`src/rtl/uart_rxd.sv`:
```
`default_nettype none
// ============================================================================
// Module      : uart_rxd
// Description : UART receiver that samples the line at mid-bit for 8N1/8E1/8O1
//               frames and reports each byte with parity and framing status.
// Revision    : 1.0 - initial release
// ============================================================================
module uart_rxd #(
    parameter int SYS_FREQ = 50_000_000,
    parameter int BAUD     = 115200
) (
    input  logic       clk,
    input  logic       rst_n,
    input  logic       rxd,
    input  logic [1:0] parity,
    output logic [7:0] rxd_data,
    output logic       rxd_done,
    output logic       parity_err,
    output logic       frame_err,
    output logic       rxd_busy
);
    localparam int BAUD_DR = SYS_FREQ / BAUD;
    localparam int CNT_W   = (BAUD_DR > 1) ? $clog2(BAUD_DR) : 1;
    localparam logic [CNT_W-1:0] CNT_LAST = CNT_W'(BAUD_DR - 1);
    localparam logic [CNT_W-1:0] CNT_MID  = CNT_W'(BAUD_DR / 2);

    typedef enum logic [2:0] {
        S_IDLE   = 3'd0,
        S_START  = 3'd1,
        S_DATA   = 3'd2,
        S_PARITY = 3'd3,
        S_STOP   = 3'd4
    } state_t;

    state_t           state_q, state_d;
    logic             rs1_q, rs2_q, rs3_q;
    logic             armed_q, armed_d;
    logic [CNT_W-1:0] cnt_q, cnt_d;
    logic [2:0]       bit_q, bit_d;
    logic [7:0]       shift_q, shift_d;
    logic [1:0]       par_q, par_d;
    logic             perr_pend_q, perr_pend_d;
    logic [7:0]       data_q, data_d;
    logic             done_q, done_d;
    logic             perr_q, perr_d;
    logic             ferr_q, ferr_d;
    logic             w_start_edge;
    logic             w_sample;
    logic             w_par_exp;

    assign w_start_edge = armed_q & rs3_q & ~rs2_q;
    assign w_sample     = (cnt_q == CNT_MID);
    assign w_par_exp    = par_q[0] ? ~^shift_q : ^shift_q;

    always_ff @(posedge clk or negedge rst_n) begin
        if (!rst_n) begin
            rs1_q       <= 1'b1;
            rs2_q       <= 1'b1;
            rs3_q       <= 1'b1;
            state_q     <= S_IDLE;
            armed_q     <= 1'b1;
            cnt_q       <= '0;
            bit_q       <= 3'd0;
            shift_q     <= 8'h00;
            par_q       <= 2'b00;
            perr_pend_q <= 1'b0;
            data_q      <= 8'h00;
            done_q      <= 1'b0;
            perr_q      <= 1'b0;
            ferr_q      <= 1'b0;
        end else begin
            rs1_q       <= rxd;
            rs2_q       <= rs1_q;
            rs3_q       <= rs2_q;
            state_q     <= state_d;
            armed_q     <= armed_d;
            cnt_q       <= cnt_d;
            bit_q       <= bit_d;
            shift_q     <= shift_d;
            par_q       <= par_d;
            perr_pend_q <= perr_pend_d;
            data_q      <= data_d;
            done_q      <= done_d;
            perr_q      <= perr_d;
            ferr_q      <= ferr_d;
        end
    end

    always_comb begin
        state_d     = state_q;
        // Re-arm as soon as the line is seen idle; a low stop bit disarms below.
        armed_d     = armed_q | rs2_q;
        cnt_d       = (cnt_q == CNT_LAST) ? '0 : cnt_q + CNT_W'(1);
        bit_d       = bit_q;
        shift_d     = shift_q;
        par_d       = par_q;
        perr_pend_d = perr_pend_q;
        data_d      = data_q;
        done_d      = 1'b0;
        perr_d      = perr_q;
        ferr_d      = ferr_q;

        case (state_q)
            S_IDLE: begin
                cnt_d = '0;
                if (w_start_edge) begin
                    state_d     = S_START;
                    par_d       = parity;
                    perr_pend_d = 1'b0;
                end
            end
            S_START: begin
                bit_d = 3'd0;
                if (w_sample) begin
                    state_d = rs2_q ? S_IDLE : S_DATA;
                end
            end
            S_DATA: begin
                if (w_sample) begin
                    shift_d = {rs2_q, shift_q[7:1]};
                    bit_d   = bit_q + 3'd1;
                    if (bit_q == 3'd7) begin
                        state_d = par_q[1] ? S_STOP : S_PARITY;
                    end
                end
            end
            S_PARITY: begin
                if (w_sample) begin
                    perr_pend_d = (rs2_q != w_par_exp);
                    state_d     = S_STOP;
                end
            end
            S_STOP: begin
                // Leaving mid-stop-bit lets an immediately following start edge be caught.
                if (w_sample) begin
                    state_d = S_IDLE;
                    done_d  = 1'b1;
                    data_d  = shift_q;
                    perr_d  = perr_pend_q;
                    ferr_d  = ~rs2_q;
                    if (!rs2_q) begin
                        armed_d = 1'b0;
                    end
                end
            end
            default: begin
                state_d = S_IDLE;
            end
        endcase
    end

    assign rxd_data   = data_q;
    assign rxd_done   = done_q;
    assign parity_err = perr_q;
    assign frame_err  = ferr_q;
    assign rxd_busy   = (state_q != S_IDLE);

endmodule
`default_nettype wire

```
`config.mk`:
```
export PLATFORM = sky130hd
export DESIGN_NAME = uart_rxd
export DESIGN_NICKNAME = d
export VERILOG_FILES = /design/src/rtl/uart_rxd.sv
export SDC_FILE = /design/constraint.sdc
export NUM_CORES = 1
export LEC_CHECK = 0
export ABC_AREA = 1
export ABC_CLOCK_PERIOD_IN_PS = 1750
export CAP_MARGIN = 10
export CORE_MARGIN = 2
export CORE_UTILIZATION = 45
export DETAILED_ROUTE_END_ITERATION = 10
export HOLD_SLACK_MARGIN = 0.05
export PLACE_DENSITY = 0.68
export SLEW_MARGIN = 20
export SYNTH_ARGS = -nofsm -noshare
export SYNTH_HDL_FRONTEND = slang
export SYNTH_SLANG_ARGS = --single-unit
```
`constraint.sdc`:
```
create_clock -name clk -period 1.75 [get_ports clk]
set_input_delay 0.2625 -clock clk [delete_from_list [all_inputs] [get_ports clk]]
set_output_delay 0.2625 -clock clk [all_outputs]
set_load 0.005 [all_outputs]
```
* After elaboration in Yosys (flattened, before gate mapping)
Index checks and enable logic that the tools add are counted.
** Storage, ports and cells
- Input bits :: 5
- Logic and storage cells :: 68
- Flip-flop bits (word level) :: 41
- Output and inout bits :: 12
** Cells by class
- Equality and inequality tests :: 14
- Add/subtract/negate cells :: 2
- Reduce and logical (&&, ||, !) cells :: 12
- Bitwise gates (word level) :: 4
- Mux-type cells :: 22
** Operators with widths (number)
- $mux W3 :: 8
- $mux W9 :: 2
- $pmux W3 S5 :: 1
- $ne A2 B2 Y1 const B :: 6
- $add A9 B1 Y9 const B :: 1
- $eq A9 B8 Y1 const B :: 1
- $eq A9 B9 Y1 const B :: 1
- $mux W1 :: 8
- $reduce_and A2 Y1 :: 4
- $reduce_xnor A8 Y1 :: 1
- $reduce_xor A8 Y1 :: 1
- $eq A3 B2 Y1 const B :: 2
- $eq A3 B3 Y1 const B :: 2
- $pmux W3 S2 :: 1
- $reduce_and A6 Y1 :: 1
- $reduce_bool A2 Y1 :: 2
- $add A3 B1 Y3 const B :: 1
- $eq A3 B1 Y1 const B :: 1
- $logic_not A3 Y1 :: 1
- $reduce_and A3 Y1 :: 1
- $reduce_bool A3 Y1 :: 1
- $and A1 B1 Y1 :: 2
- $mux W2 :: 1
- $pmux W1 S2 :: 1
- other kinds (3) :: 3

* Longest topological paths before layout
- Word-level depth :: 5
- Mapped depth :: 11
- Gate-level depth less buffers :: 11

* Least setup slack after synthesis
OpenSTA, ideal clock, no wires.
- Path type :: register -> register
- Start point :: reg cnt_q[1]
- End point :: reg shift_q[5]
- Arrival :: 1.247 ns
- Library setup time :: 0.120 ns
- Required time :: 1.630 ns
- Path slack :: 0.382 ns
- Period minus slack after synthesis :: 1.368 ns
- Path buffers :: 1
- Stages on the path, launching flop included :: 11
- Cells stage by stage :: dfrtp_1 -> inv_1 -> ha_1 -> nand2_1 -> nor3_2 -> nand2_2 -> clkinv_2 -> nand2_4 -> buf_6 -> nand2_1 -> o21ai_2
** Between the ends
- Cells in the longest elaborated chain, start to end :: 2
** Ends and longest elaborated chain
- start, declared :: line 38 : logic [CNT_W-1:0] cnt_q, cnt_d;
- start signal, assigned :: line 77 : cnt_q <= cnt_d;
- $eq A9 B8 Y1 :: line 52 : assign w_sample = (cnt_q == CNT_MID);
- $reduce_and A2 Y1 (no line)
- end signal, assigned :: line 79 : shift_q <= shift_d;
- end, declared :: line 40 : logic [7:0] shift_q, shift_d;
No other way between the ends.
A chain may end at the register's enable or synchronous reset.

* Worst setup path in the final report
- Start point :: reg state_q[0]
- End point :: out rxd_busy
** Between the ends
- Cells in the longest elaborated chain, start to end :: 1
** Ends and longest elaborated chain
- start, declared :: line 35 : state_t state_q, state_d;
- start signal, assigned :: line 75 : state_q <= state_d;
- $reduce_bool A3 Y1 :: line 156 : assign rxd_busy = (state_q != S_IDLE);
- end, declared :: line 20 : output logic rxd_busy
No other way between the ends.

==> impl_results.md <==
- Clk pin slew, worst setup/hold paths: approximately 0.070 ns
- PD cells: roughly 1000 mW/mm²
- Metal3 WL: ~160 µm
- Fmax: a little under 0.6 GHz
- Prevailing post-synth register cell: dfrtp_1
- # diodes: 0
- Net count after synthesis: about 250
- Cell row count: 24
- Worst-case clock buffer depth: 2
- Share of the synthesized area in the top cell type: 0.450
- DR vias: between 1,500 and 2,000
- Total CTS buffers: 5
- Initial Utilization: 0.469
- Pins Over Slew Limit: 0
- Largest net degree at the start of global routing: 23
- Worst reg2reg path depth: 11
- Post-DP Area: ~0.0023 mm²
- WL final: ~3700 µm
- Fin. Hold Viols: 0
- Root Buffer Master: clkbuf_8
- Startpoint types: flip-flop
- Hold WS: approximately 0.36 ns
- Reg2Reg Launch Point: cnt_q[1]$_DFF_PN0_
- Clock Latency Late Sink: between 0.2 and 0.3 ns
- Async set-or-reset flop fraction in the synthesized netlist: 1.00
- Reg2reg setup slack: roughly 0.19 ns
- Hold Path Cell Cnt: 0
- Hold path start: rs1_q$_DFF_PN1_
- Die Ht: a little over 70 µm
- Cell area after layout: between 0.002 and 0.0025 mm²
- Worst slew pin tran: between 0.4 and 0.5 ns
- Nets: 277
- GRT Util Overall: 0.163
- Crit path DAT: between 1 and 1.5 ns
- Number of synthesized flops with an enable pin: 0
- Max FO, Critical Path: 6
- Mapped Avg Cell Area: around 8.5 µm²
- Share of cells above drive strength 1: 0.167
- Area leader, netlist: dfrtp_1
- PortBufs: 16
- Initial antenna violation count: 0
- CTS tree: yes
- R2R Path End: bit_q[0]$_DFFE_PN0P_
- DRT antenna net count: 0
- Synth Cell Area: a little over 0.002 mm²
- Drc violations: 0
- Register area share after synthesis: 0.501
- Hold Crit Class: flip-flop to flip-flop
- GRT Residual Overflow: 0
- Core area: 0.00438 mm²
- Outcome: finished, final reports clean
- Critical path class: flip-flop to output pin
- Vias in the first global route: ~1,400
- Synth area leaders: dfrtp_1 (45%), nand2_1 (13%), o21ai_2 (6.0%)
- WL/cell: about 11 µm
- Vias/cell: 4.86
- Final min period: around 1.7 ns
- M1 WL: about 1900 µm
- Top sig layer: met4
- RePlAce Congestion: between 0.8 and 0.9
- # IOs: 17
- Crit path capture type: output pin
- DR iter-0 viols: about 90
- Full die area: ~0.005 mm²
- YS warnings: 0
- Clock Skews: around 0.0077 ns
- Synth unique cells: 30
- Maximum VDD drop: 0.551 mV
- #FFs+latches synth: 41
- Final setup violation count: 0
- First-pass GRT wire length: ~6500 µm
- TNS Setup: 0 ns
- Number of iterations in the first detailed-routing pass: 4
- Max-Cap Viols: 0
- Rel. slew slack: 0.667
- Met2 wire length: around 1600 µm
- Worst EP required: roughly 1.5 ns
- Gate Count Post-Synth: around 240
- Period utilization: 0.959
- Die X: between 70 and 80 µm
- Pleak: 1.17 nW
- Area Overhead vs Synth: 16.0%
- CTS Sinks: approximately 40
- Worst Hold Endpoint: rs2_q$_DFF_PN1_
- Detailed Place HPWL: between 2000 and 3000 µm
- Htree depth: 2
## state kept, by name, indices dropped and copies added, names as in the netlist
name	flops
parity_err	1
rs3_q	1
perr_pend_q	1
par_q	2
cnt_q	9
bit_q	3
state_q	3
rs2_q	1
rxd_done	1
frame_err	1
rxd_data	8
shift_q	8
armed_q	1
rs1_q	1
## cell usage after synthesis (2+ instances only)
library cell and number:
a21oi_1 2, inv_2 2, nand2_2 4, xnor2_1 3
nand3_1 19, buf_6 2, nor2_1 22, o21ai_0 4
nor4_1 2, nand2_1 73, nor3_1 5, o21ai_2 14
dfrtp_1 37, xor2_1 3, nand4_1 2, dfstp_2 4
inv_1 29, ha_1 4
## layout by cell type (no fill, tap or decap), drive strengths merged, types with 4 or more instances in the layout
cell type	instances
buf	5
clkbuf	7
clkdlybuf4s50	15
dfrtp	37
dfstp	4
ha	4
inv	31
nand2	78
nand3	19
nor2	24
nor3	6
o21ai	18
## where the power goes
part           internal, mW  switching (mW)
sequential             1.04          0.0945
clock                 0.282           0.309
combinational         0.271           0.428
total                  1.59           0.832
## kinds of logic (layout without fill, tap and decap cells)
kind of cell	Yosys count	in the layout	share of synthesized area
AND/OR/NAND/NOR	133	133	0.284
flip-flops	41	41	0.501
adder cells (fa/ha/maj)	4	4	0.0243
XOR/XNOR	6	6	0.0256
buffers and inverters	35	61	0.0736
multiplexers	1	1	0.00547
AO/OA/AOI/OAI	23	23	0.0858
## how the worst max path moves through the flow
stage	startpoint	endpoint	slack [ns]	depth (start not counted)
3_5_place_dp	cnt_q[1]$_DFF_PN0_	bit_q[0]$_DFFE_PN0P_	0.18	11
4_1_cts	state_q[1]$_DFFE_PN0P_	rxd_busy	0.0008	3
3_3_place_gp	cnt_q[1]$_DFF_PN0_	bit_q[0]$_DFFE_PN0P_	0.23	11
2_1_floorplan	cnt_q[1]$_DFF_PN0_	shift_q[5]$_DFFE_PN0P_	0.38	10
6_report	state_q[0]$_DFFE_PN0P_	rxd_busy	0.07	3
5_1_grt	state_q[0]$_DFFE_PN0P_	rxd_busy	-0.002	3
## critical path, stage by stage, from the launching register on
cell             delay (ns)
dfrtp_1                0.41
nor2_2                 0.15
nand2_2                0.12
clkdlybuf4s50_1        0.46
## through the flow
stage	total power [mW]	utilization	worst slack (ns)	std cells
after floorplan	1.62	-	0.382	243
after global placement	1.79	0.517	0.234	309
after global routing	2.61	0.544	-0.00216	321
final	2.43	0.544	0.0710	321
after detailed placement	1.80	0.517	0.176	309
after CTS	2.41	0.539	0.000769	318
## cell type report
type | instances | area [µm²]
Timing Repair Buffer | 21 | 208
Inverter | 32 | 121
Clock buffer | 7 | 76.3
Clock inverter | 1 | 7.51
Multi-Input combinational cell | 167 | 877
Tap cell | 52 | 65.1
Sequential cell | 41 | 1030
Fill cell | 418 | 2000
## per-layer routing
| metal | global-route usage | vias to the layer above |
|---|---|---|
| li1 | - | 817 |
| met1 | 0.232 | 702 |
| met2 | 0.238 | 35 |
| met3 | 0.0422 | 5 |
| met4 | 0.0671 | 0 |
| met5 | 0 | - |
## repair_timing
action | 4_1_cts | 5_1_grt
hold endpoints to repair | 19 | 0
setup buffers | 0 | 3
endpoints found under the setup margin | 0 | 1
resized for setup | 0 | 1
hold buffers | 1 | 0
Note: power is estimated with default switching activity, not from simulation.
